File: config.mk
export PLATFORM = sky130hd
export DESIGN_NAME = fm_mult_pipe
export DESIGN_NICKNAME = d
export VERILOG_FILES = /design/src/rtl/fm_mult_pipe.sv
export SDC_FILE = /design/constraint.sdc
export NUM_CORES = 1
export LEC_CHECK = 0
export ABC_AREA = 1
export CORE_ASPECT_RATIO = 0.8
export CORE_MARGIN = 5
export CORE_UTILIZATION = 53
export CTS_BUF_LIST = sky130_fd_sc_hd__clkbuf_4 sky130_fd_sc_hd__clkbuf_8 sky130_fd_sc_hd__clkbuf_16
export CTS_CLUSTER_SIZE = 28
export DETAILED_ROUTE_END_ITERATION = 7
export PLACE_DENSITY_LB_ADDON = 0.25
export REMOVE_ABC_BUFFERS = 1
export SLEW_MARGIN = 20
export SYNTH_ARGS = -nofsm -noshare
export SYNTH_HDL_FRONTEND = slang
export SYNTH_SLANG_ARGS = --single-unit
export TNS_END_PERCENT = 10
File: constraint.sdc
create_clock -name CLK -period 5.15 [get_ports CLK]
set_input_delay 1.2875 -clock CLK [delete_from_list [all_inputs] [get_ports CLK]]
set_output_delay 1.2875 -clock CLK [all_outputs]
set_load 0.03 [all_outputs]
File: src/rtl/fm_mult_pipe.sv
// fm_mult_pipe: pipelined front end of the floating-point multiplier.
// Computes the result sign and the re-biased exponent sum, and forms the
// unnormalised significand product with an array multiplier split over
// NSTG = ceil((MW+1)/ROWS_PER_STAGE) stages.
// Optional macro FM_SPECIAL_EN: classify zero/inf/NaN operands and raise
// the flags; without it every operand is treated as a normal number.
module fm_mult_pipe #(
  parameter int EW             = 5,
  parameter int MW             = 10,
  parameter int OUT_EW         = 8,
  parameter int OUT_BIAS       = 127,
  parameter int ROWS_PER_STAGE = 2
) (
  input  logic                 CLK,
  input  logic                 RESET,
  input  logic                 in_valid,
  output logic                 in_ready,
  input  logic [EW+MW:0]       A,
  input  logic [EW+MW:0]       B,
  output logic                 out_valid,
  input  logic                 out_ready,
  output logic                 out_sign,
  output logic [OUT_EW-1:0]    out_exp,
  output logic [2*(MW+1)-1:0]  out_prod,
  output logic                 out_zero,
  output logic                 out_inf,
  output logic                 out_nan
);
  localparam int SW      = MW + 1;
  localparam int PW      = 2 * SW;
  localparam int NSTG    = (SW + ROWS_PER_STAGE - 1) / ROWS_PER_STAGE;
  localparam int BIAS_IN = (1 << (EW - 1)) - 1;
  localparam logic [OUT_EW-1:0] EXP_OFF = OUT_EW'(OUT_BIAS - 2 * BIAS_IN);

  logic              stall;
  logic              sign_a, sign_b;
  logic [EW-1:0]     exp_a, exp_b;
  logic [MW-1:0]     frac_a, frac_b;
  logic              flag_zero, flag_inf, flag_nan, special;
  logic [OUT_EW-1:0] exp_sum;
  logic [SW-1:0]     sga_first;

  assign sign_a = A[EW+MW];
  assign sign_b = B[EW+MW];
  assign exp_a  = A[EW+MW-1:MW];
  assign exp_b  = B[EW+MW-1:MW];
  assign frac_a = A[MW-1:0];
  assign frac_b = B[MW-1:0];

`ifdef FM_SPECIAL_EN
  logic zero_a, zero_b, inf_a, inf_b, nan_a, nan_b;
  assign zero_a    = (exp_a == '0);
  assign zero_b    = (exp_b == '0);
  assign inf_a     = (&exp_a) && (frac_a == '0);
  assign inf_b     = (&exp_b) && (frac_b == '0);
  assign nan_a     = (&exp_a) && (frac_a != '0);
  assign nan_b     = (&exp_b) && (frac_b != '0);
  // NaN wins over inf, inf wins over zero
  assign flag_nan  = nan_a | nan_b | (inf_a & zero_b) | (inf_b & zero_a);
  assign flag_inf  = !flag_nan && (inf_a || inf_b);
  assign flag_zero = !flag_nan && !flag_inf && (zero_a || zero_b);
`else
  assign flag_zero = 1'b0;
  assign flag_inf  = 1'b0;
  assign flag_nan  = 1'b0;
`endif

  assign special = flag_zero | flag_inf | flag_nan;

  // Exponent sum wraps modulo 2^OUT_EW; no saturation
  assign exp_sum = OUT_EW'(exp_a) + OUT_EW'(exp_b) + EXP_OFF;

  // Zeroing one significand makes the whole product array sum to zero
  assign sga_first = special ? '0 : {1'b1, frac_a};

  // One global stall freezes every stage while the head result waits
  assign stall    = out_valid & ~out_ready;
  assign in_ready = ~stall;

  genvar gi;
  for (gi = 0; gi < NSTG; gi++) begin : g_stage
    localparam int LO = gi * ROWS_PER_STAGE;
    localparam int HI = (LO + ROWS_PER_STAGE > SW) ? SW : LO + ROWS_PER_STAGE;

    logic              valid_in, sign_in, zero_in, inf_in, nan_in;
    logic [OUT_EW-1:0] exp_in;
    logic [PW-1:0]     sum_in, sum_next;
    logic [SW-1:0]     sga_in;
    // Only the multiplier bits of rows not yet summed reach this stage
    logic [SW-LO-1:0]  sgb_in;

    logic              valid_reg, sign_reg, zero_reg, inf_reg, nan_reg;
    logic [OUT_EW-1:0] exp_reg;
    logic [PW-1:0]     sum_reg;

    if (gi == 0) begin : g_src
      assign valid_in = in_valid;
      assign sign_in  = sign_a ^ sign_b;
      assign zero_in  = flag_zero;
      assign inf_in   = flag_inf;
      assign nan_in   = flag_nan;
      assign exp_in   = special ? '0 : exp_sum;
      assign sum_in   = '0;
      assign sga_in   = sga_first;
      assign sgb_in   = {1'b1, frac_b};
    end else begin : g_src
      assign valid_in = g_stage[gi-1].valid_reg;
      assign sign_in  = g_stage[gi-1].sign_reg;
      assign zero_in  = g_stage[gi-1].zero_reg;
      assign inf_in   = g_stage[gi-1].inf_reg;
      assign nan_in   = g_stage[gi-1].nan_reg;
      assign exp_in   = g_stage[gi-1].exp_reg;
      assign sum_in   = g_stage[gi-1].sum_reg;
      assign sga_in   = g_stage[gi-1].g_ops.sga_reg;
      assign sgb_in   = g_stage[gi-1].g_ops.sgb_reg;
    end

    // Ripple-add this stage's partial-product rows onto the running sum
    always_comb begin
      sum_next = sum_in;
      for (int r = LO; r < HI; r++) begin
        if (sgb_in[r-LO]) sum_next = sum_next + (PW'(sga_in) << r);
      end
    end

    // Stage register: cleared on reset, held while stalled
    always_ff @(posedge CLK) begin
      if (RESET) begin
        valid_reg <= 1'b0;
        sign_reg  <= 1'b0;
        zero_reg  <= 1'b0;
        inf_reg   <= 1'b0;
        nan_reg   <= 1'b0;
        exp_reg   <= '0;
        sum_reg   <= '0;
      end else if (!stall) begin
        valid_reg <= valid_in;
        sign_reg  <= sign_in;
        zero_reg  <= zero_in;
        inf_reg   <= inf_in;
        nan_reg   <= nan_in;
        exp_reg   <= exp_in;
        sum_reg   <= sum_next;
      end
    end

    if (gi < NSTG - 1) begin : g_ops
      logic [SW-1:0]    sga_reg;
      logic [SW-HI-1:0] sgb_reg;
      // Forward the multiplicand and the remaining multiplier bits
      always_ff @(posedge CLK) begin
        if (RESET) begin
          sga_reg <= '0;
          sgb_reg <= '0;
        end else if (!stall) begin
          sga_reg <= sga_in;
          sgb_reg <= sgb_in[SW-LO-1:HI-LO];
        end
      end
    end
  end

  assign out_valid = g_stage[NSTG-1].valid_reg;
  assign out_sign  = g_stage[NSTG-1].sign_reg;
  assign out_exp   = g_stage[NSTG-1].exp_reg;
  assign out_prod  = g_stage[NSTG-1].sum_reg;
  assign out_zero  = g_stage[NSTG-1].zero_reg;
  assign out_inf   = g_stage[NSTG-1].inf_reg;
  assign out_nan   = g_stage[NSTG-1].nan_reg;

endmodule

==> PnR_summary.wiki <==
{| class="wikitable"
! Metric !! Value
|-
| Number of synthesized register bits || about 240
|-
| Met3 track utilization from global routing || 0.04251
|-
| Row count || 55
|-
| Final Hold Fails || 0
|-
| Worst path setup slack after routing || ~1.1 ns
|-
| Worst slew pin tran || 0.9747 ns
|-
| Clock insertion delay at the later pin of the skew report || 0.55 ns
|-
| Post-route setup TNS || 0 ns
|-
| Count of nets left with antenna violations after detail routing || 0
|-
| Cell repeated most along the worst path || sky130_fd_sc_hd__clkdlybuf4s50_1
|-
| Inserted Diodes || 0
|-
| Yosys cell types || 45
|-
| Register Area || slightly below 5000 um^2
|-
| Ratio of cells with drive above 1 in the final layout || 0.04625
|-
| Standby leakage power || approximately 8.7 nW
|-
| Number of clock buffers inserted by TritonCTS || 27
|-
| Net count reported at finish || roughly 2500
|-
| GRT Resource Usage Total || 0.2470
|-
| Highest clock frequency the design can meet || between 200 and 250 MHz
|-
| Via count of the first global-routing pass || 13389
|-
| Number of failing setup endpoints in the final timing report || 0
|-
| Sequential-to-total area share from yosys stat || 0.3175
|-
| Area used by multi-input combinational logic || around 9100 um^2
|-
| Hold buffers post-CTS || 0
|-
| Max-slew headroom at the worst pin || 0.3502
|-
| Met2 demand-to-capacity share in global routing || 0.3595
|-
| Most frequent cells in the layout || sky130_fd_sc_hd__nand2_1, sky130_fd_sc_hd__nor2_1, sky130_fd_sc_hd__dfxtp_1, sky130_fd_sc_hd__inv_1
|-
| Net switching power || roughly 1.3 mW
|-
| Total die area || between 30000 and 40000 um^2
|-
| Antenna violations before repair || 1
|-
| Max FFs per register || 85
|-
| Number of warnings issued by yosys || 0
|-
| Maximum fanout along the worst path || 33
|-
| Fraction of power spent switching nets || 0.2766
|-
| Pwr Density || between 200 and 300 nW/um^2
|-
| Drt total wl || roughly 40 mm
|-
| CTS HTree Levels || 1
|-
| Placement Cell Area || roughly 16000 um^2
|-
| Largest delay contributor family on the critical path || buffers and inverters
|-
| Arrival time of the worst setup path || 2.80 ns
|-
| Startpoint type of the worst setup path || primary input
|-
| Total via count in the routed design || between 10000 and 15000
|-
| Placed cells || between 2000 and 3000
|-
| Gpl congestion || a little under 1
|-
| M1 GR Usage || 0.3828
|-
| Layout fillers || approximately 2700
|-
| Combinational power share || 0.148
|-
| Initial cell density of the core || 0.5383
|-
| Peak VDD IR || 0.0002213 V
|-
| Number of clock sinks || between 200 and 250
|-
| Pin count of the biggest net entering global routing || between 100 and 150
|-
| Number of setup buffers added after CTS || 0
|-
| Dominant cell type by area after synthesis || sky130_fd_sc_hd__dfxtp_1
|-
| Most common cell after layout, fill and taps aside || sky130_fd_sc_hd__nand2_1
|-
| Crit share post-route || 0.7940
|-
| Worst clock skew || ~0.011 ns
|-
| Category of the worst setup path capture point || primary output
|-
| Number of buffer cells added on primary ports || 68
|-
| Top flip-flop cell by instance count after synthesis || sky130_fd_sc_hd__dfxtp_1
|-
| Placeable Area || 28350 um^2
|-
| Buffers & Inverters on Critical Path || 3
|-
| Number of enable flip-flop cells after synthesis || 0
|-
| Post-cts gate resize count || 0
|-
| Area of the mapped netlist || about 15000 um^2
|-
| Synth-to-layout area growth || 11.55%
|-
| Fin. max-slew vios || 0
|-
| Maximum Capacitance Violations || 0
|-
| Worst setup timing slack at the placement stage || between 1 and 1.5 ns
|-
| Violation count after the first detailed-routing iteration || around 1100
|-
| Count of placed standard cells in the final layout, fillers left out || 2705
|-
| Critical path data required time || slightly below 4 ns
|-
| Top cells by area, synth || sky130_fd_sc_hd__dfxtp_1, sky130_fd_sc_hd__nand2_1, sky130_fd_sc_hd__ha_1
|-
| Remaining Overflow, GRT || 0
|-
| CTS tree || done
|-
| Worst setup slack for register-to-register paths || 1.63 ns
|-
| Global route hottest layer || met1
|-
| Die height || around 160 um
|-
| Hold Crit Class || reg2reg
|-
| Top-Level Pins || 72
|-
| Internal power consumption || around 3.5 mW
|-
| Post-synth ARST share || 0
|-
| Syn_area_per_cell || about 6.6 um^2
|-
| Synth top area share || 0.3175
|-
| Unrepaired setup endpoints after global routing || false
|-
| First-pass GRT wire length || 67.18 mm
|-
| Vias per inst || between 5 and 6
|-
| Portion of total power attributed to sequential cells || 0.429
|-
| WL/cell || 14.77 um
|-
| Final instance area || approximately 17000 um^2
|-
| Clock Path Buffers || 3
|-
| # DRC || 0
|-
| Cell-by-cell listing of the critical path || clkdlybuf4s50_1, nor2_4, inv_6, clkdlybuf4s50_1
|-
| Share of power burned in the clock network || 0.424
|-
| Post-Synthesis Cells || 2298
|-
| Clock root buffer master || sky130_fd_sc_hd__clkbuf_16
|-
| Final HPWL from detailed placement || 29.34 mm
|-
| Delay contributed by the slowest stage of the critical path || 0.72 ns
|-
| Fin crit period || 4.089 ns
|-
| Die Width || around 200 um
|-
| Outcome || finished, final reports clean
|-
| First-pass DRT Iterations || 7
|-
| Kind of critical path || in2out
|-
| Clock slew at the register clock pins of the worst setup and hold paths || 0.06 ns
|-
| Critical-path top delay cell || sky130_fd_sc_hd__clkdlybuf4s50_1
|}
[layer usage]
| layer | vias to the layer above | share of wire | wire (um) |
|---|---|---|---|
| met3 | 59 | 0.066 | 2619 |
| met2 | 355 | 0.41 | 16210 |
| met5 | - | 0 | 0 |
| met1 | 6577 | 0.51 | 20340 |
| li1 | 7539 | - | - |
| met4 | 0 | 0.020 | 790 |
[kinds of logic (layout without fill, tap and decap cells)]
group	count (synthesis)	count (layout)	share of synthesized area
AND/OR/NAND/NOR	1128	1128	0.3073
AO/OA/AOI/OAI	447	447	0.1588
buffers and inverters	317	352	0.08453
flip-flops	242	242	0.3175
adder cells (fa/ha/maj)	133	133	0.1145
XOR/XNOR	30	30	0.01722
other	1	3	0.0002457
[cell type report]
| cell class | count | area share |
|---|---|---|
| Multi-Input combinational cell | 1741 | 0.5365 |
| Sequential cell | 242 | 0.2846 |
| Inverter | 223 | 0.04961 |
| Clock buffer | 37 | 0.04630 |
| Timing Repair Buffer | 79 | 0.04601 |
| Tap cell | 370 | 0.02719 |
| Clock inverter | 13 | 0.009775 |
[synth_stat cells (2+ instances only)]
master / n
sky130_fd_sc_hd__or2_2: 17
sky130_fd_sc_hd__a31oi_1: 18
sky130_fd_sc_hd__nor3_1: 9
sky130_fd_sc_hd__and2_2: 2
sky130_fd_sc_hd__o21ai_0: 163
sky130_fd_sc_hd__inv_1: 217
sky130_fd_sc_hd__nor2_2: 2
sky130_fd_sc_hd__clkbuf_2: 2
sky130_fd_sc_hd__o21bai_1: 13
sky130_fd_sc_hd__nor2_4: 3
sky130_fd_sc_hd__a21o_1: 6
sky130_fd_sc_hd__o22ai_1: 9
sky130_fd_sc_hd__buf_2: 54
sky130_fd_sc_hd__o21a_1: 2
sky130_fd_sc_hd__nand2_1: 488
sky130_fd_sc_hd__buf_1: 4
sky130_fd_sc_hd__inv_2: 6
sky130_fd_sc_hd__xnor2_1: 13
sky130_fd_sc_hd__a21oi_1: 135
sky130_fd_sc_hd__a21oi_2: 8
sky130_fd_sc_hd__dfxtp_1: 242
sky130_fd_sc_hd__ha_1: 122
sky130_fd_sc_hd__xor2_1: 17
sky130_fd_sc_hd__o21ai_2: 5
sky130_fd_sc_hd__nand3_1: 163
sky130_fd_sc_hd__or2_1: 3
sky130_fd_sc_hd__a21boi_0: 8
sky130_fd_sc_hd__o211ai_1: 4
sky130_fd_sc_hd__o21ai_1: 69
sky130_fd_sc_hd__fa_1: 11
sky130_fd_sc_hd__and2_1: 8
sky130_fd_sc_hd__clkbuf_1: 27
sky130_fd_sc_hd__nand4_1: 22
sky130_fd_sc_hd__nand3b_1: 17
sky130_fd_sc_hd__o221ai_1: 2
sky130_fd_sc_hd__buf_4: 6
sky130_fd_sc_hd__a22oi_1: 4
sky130_fd_sc_hd__nor2_1: 390
[per-stage QoR]
| step | utilization | total power [mW] | hold slack, ns |
|---|---|---|---|
| detailed placement | 0.5668 | 2.800 | 0.4566 |
| finish | 0.6004 | 4.805 | 0.4660 |
| global route | 0.6004 | 5.046 | 0.4844 |
| global placement | 0.5668 | 2.787 | 0.4455 |
| CTS | 0.6004 | 4.840 | 0.4662 |
| floorplan | - | 2.585 | 0.4297 |
[worst reg2reg max path, cell delays in order, from the launching register on]
cell	delay [ns]
sky130_fd_sc_hd__dfxtp_1	0.39
sky130_fd_sc_hd__ha_1	0.30
sky130_fd_sc_hd__fa_1	0.48
sky130_fd_sc_hd__nand2_1	0.16
sky130_fd_sc_hd__nand3_1	0.11
sky130_fd_sc_hd__and2_2	0.20
sky130_fd_sc_hd__nand2_1	0.08
sky130_fd_sc_hd__nand2_1	0.05
sky130_fd_sc_hd__nand2_1	0.05
sky130_fd_sc_hd__nand3_1	0.12
sky130_fd_sc_hd__and2_1	0.21
sky130_fd_sc_hd__ha_1	0.34
sky130_fd_sc_hd__nand2_1	0.10
sky130_fd_sc_hd__nor2_1	0.13
sky130_fd_sc_hd__nand3_1	0.17
sky130_fd_sc_hd__nand3_1	0.13
sky130_fd_sc_hd__nand2_1	0.07
sky130_fd_sc_hd__nand2_1	0.06
sky130_fd_sc_hd__o211ai_1	0.10
sky130_fd_sc_hd__a21oi_1	0.16
[power groups by stage]
stage	Sequential (mW)	Combinational [mW]	Clock, mW
global placement	2.10	0.690	0
CTS	2.06	0.706	2.08
detailed placement	2.10	0.701	0
floorplan	2.07	0.514	0
finish	2.06	0.710	2.04
global route	2.07	0.812	2.16
[final timing paths]
| kind | from | endpoint | cells after the start |
|---|---|---|---|
| setup reg to reg | g_stage[2].g_ops.sga_reg[0]$_SDFFE_PP0N_ | g_stage[3].sum_reg[18]$_SDFFE_PP0N_ | 19 |
| hold reg to reg | g_stage[0].exp_reg[6]$_SDFFE_PP0N_ | g_stage[0].exp_reg[6]$_SDFFE_PP0N_ | 2 |
| setup / recovery | out_ready | in_ready | 4 |
| hold / removal | g_stage[0].exp_reg[6]$_SDFFE_PP0N_ | g_stage[0].exp_reg[6]$_SDFFE_PP0N_ | 2 |
Power figures use the tool's default switching activity.
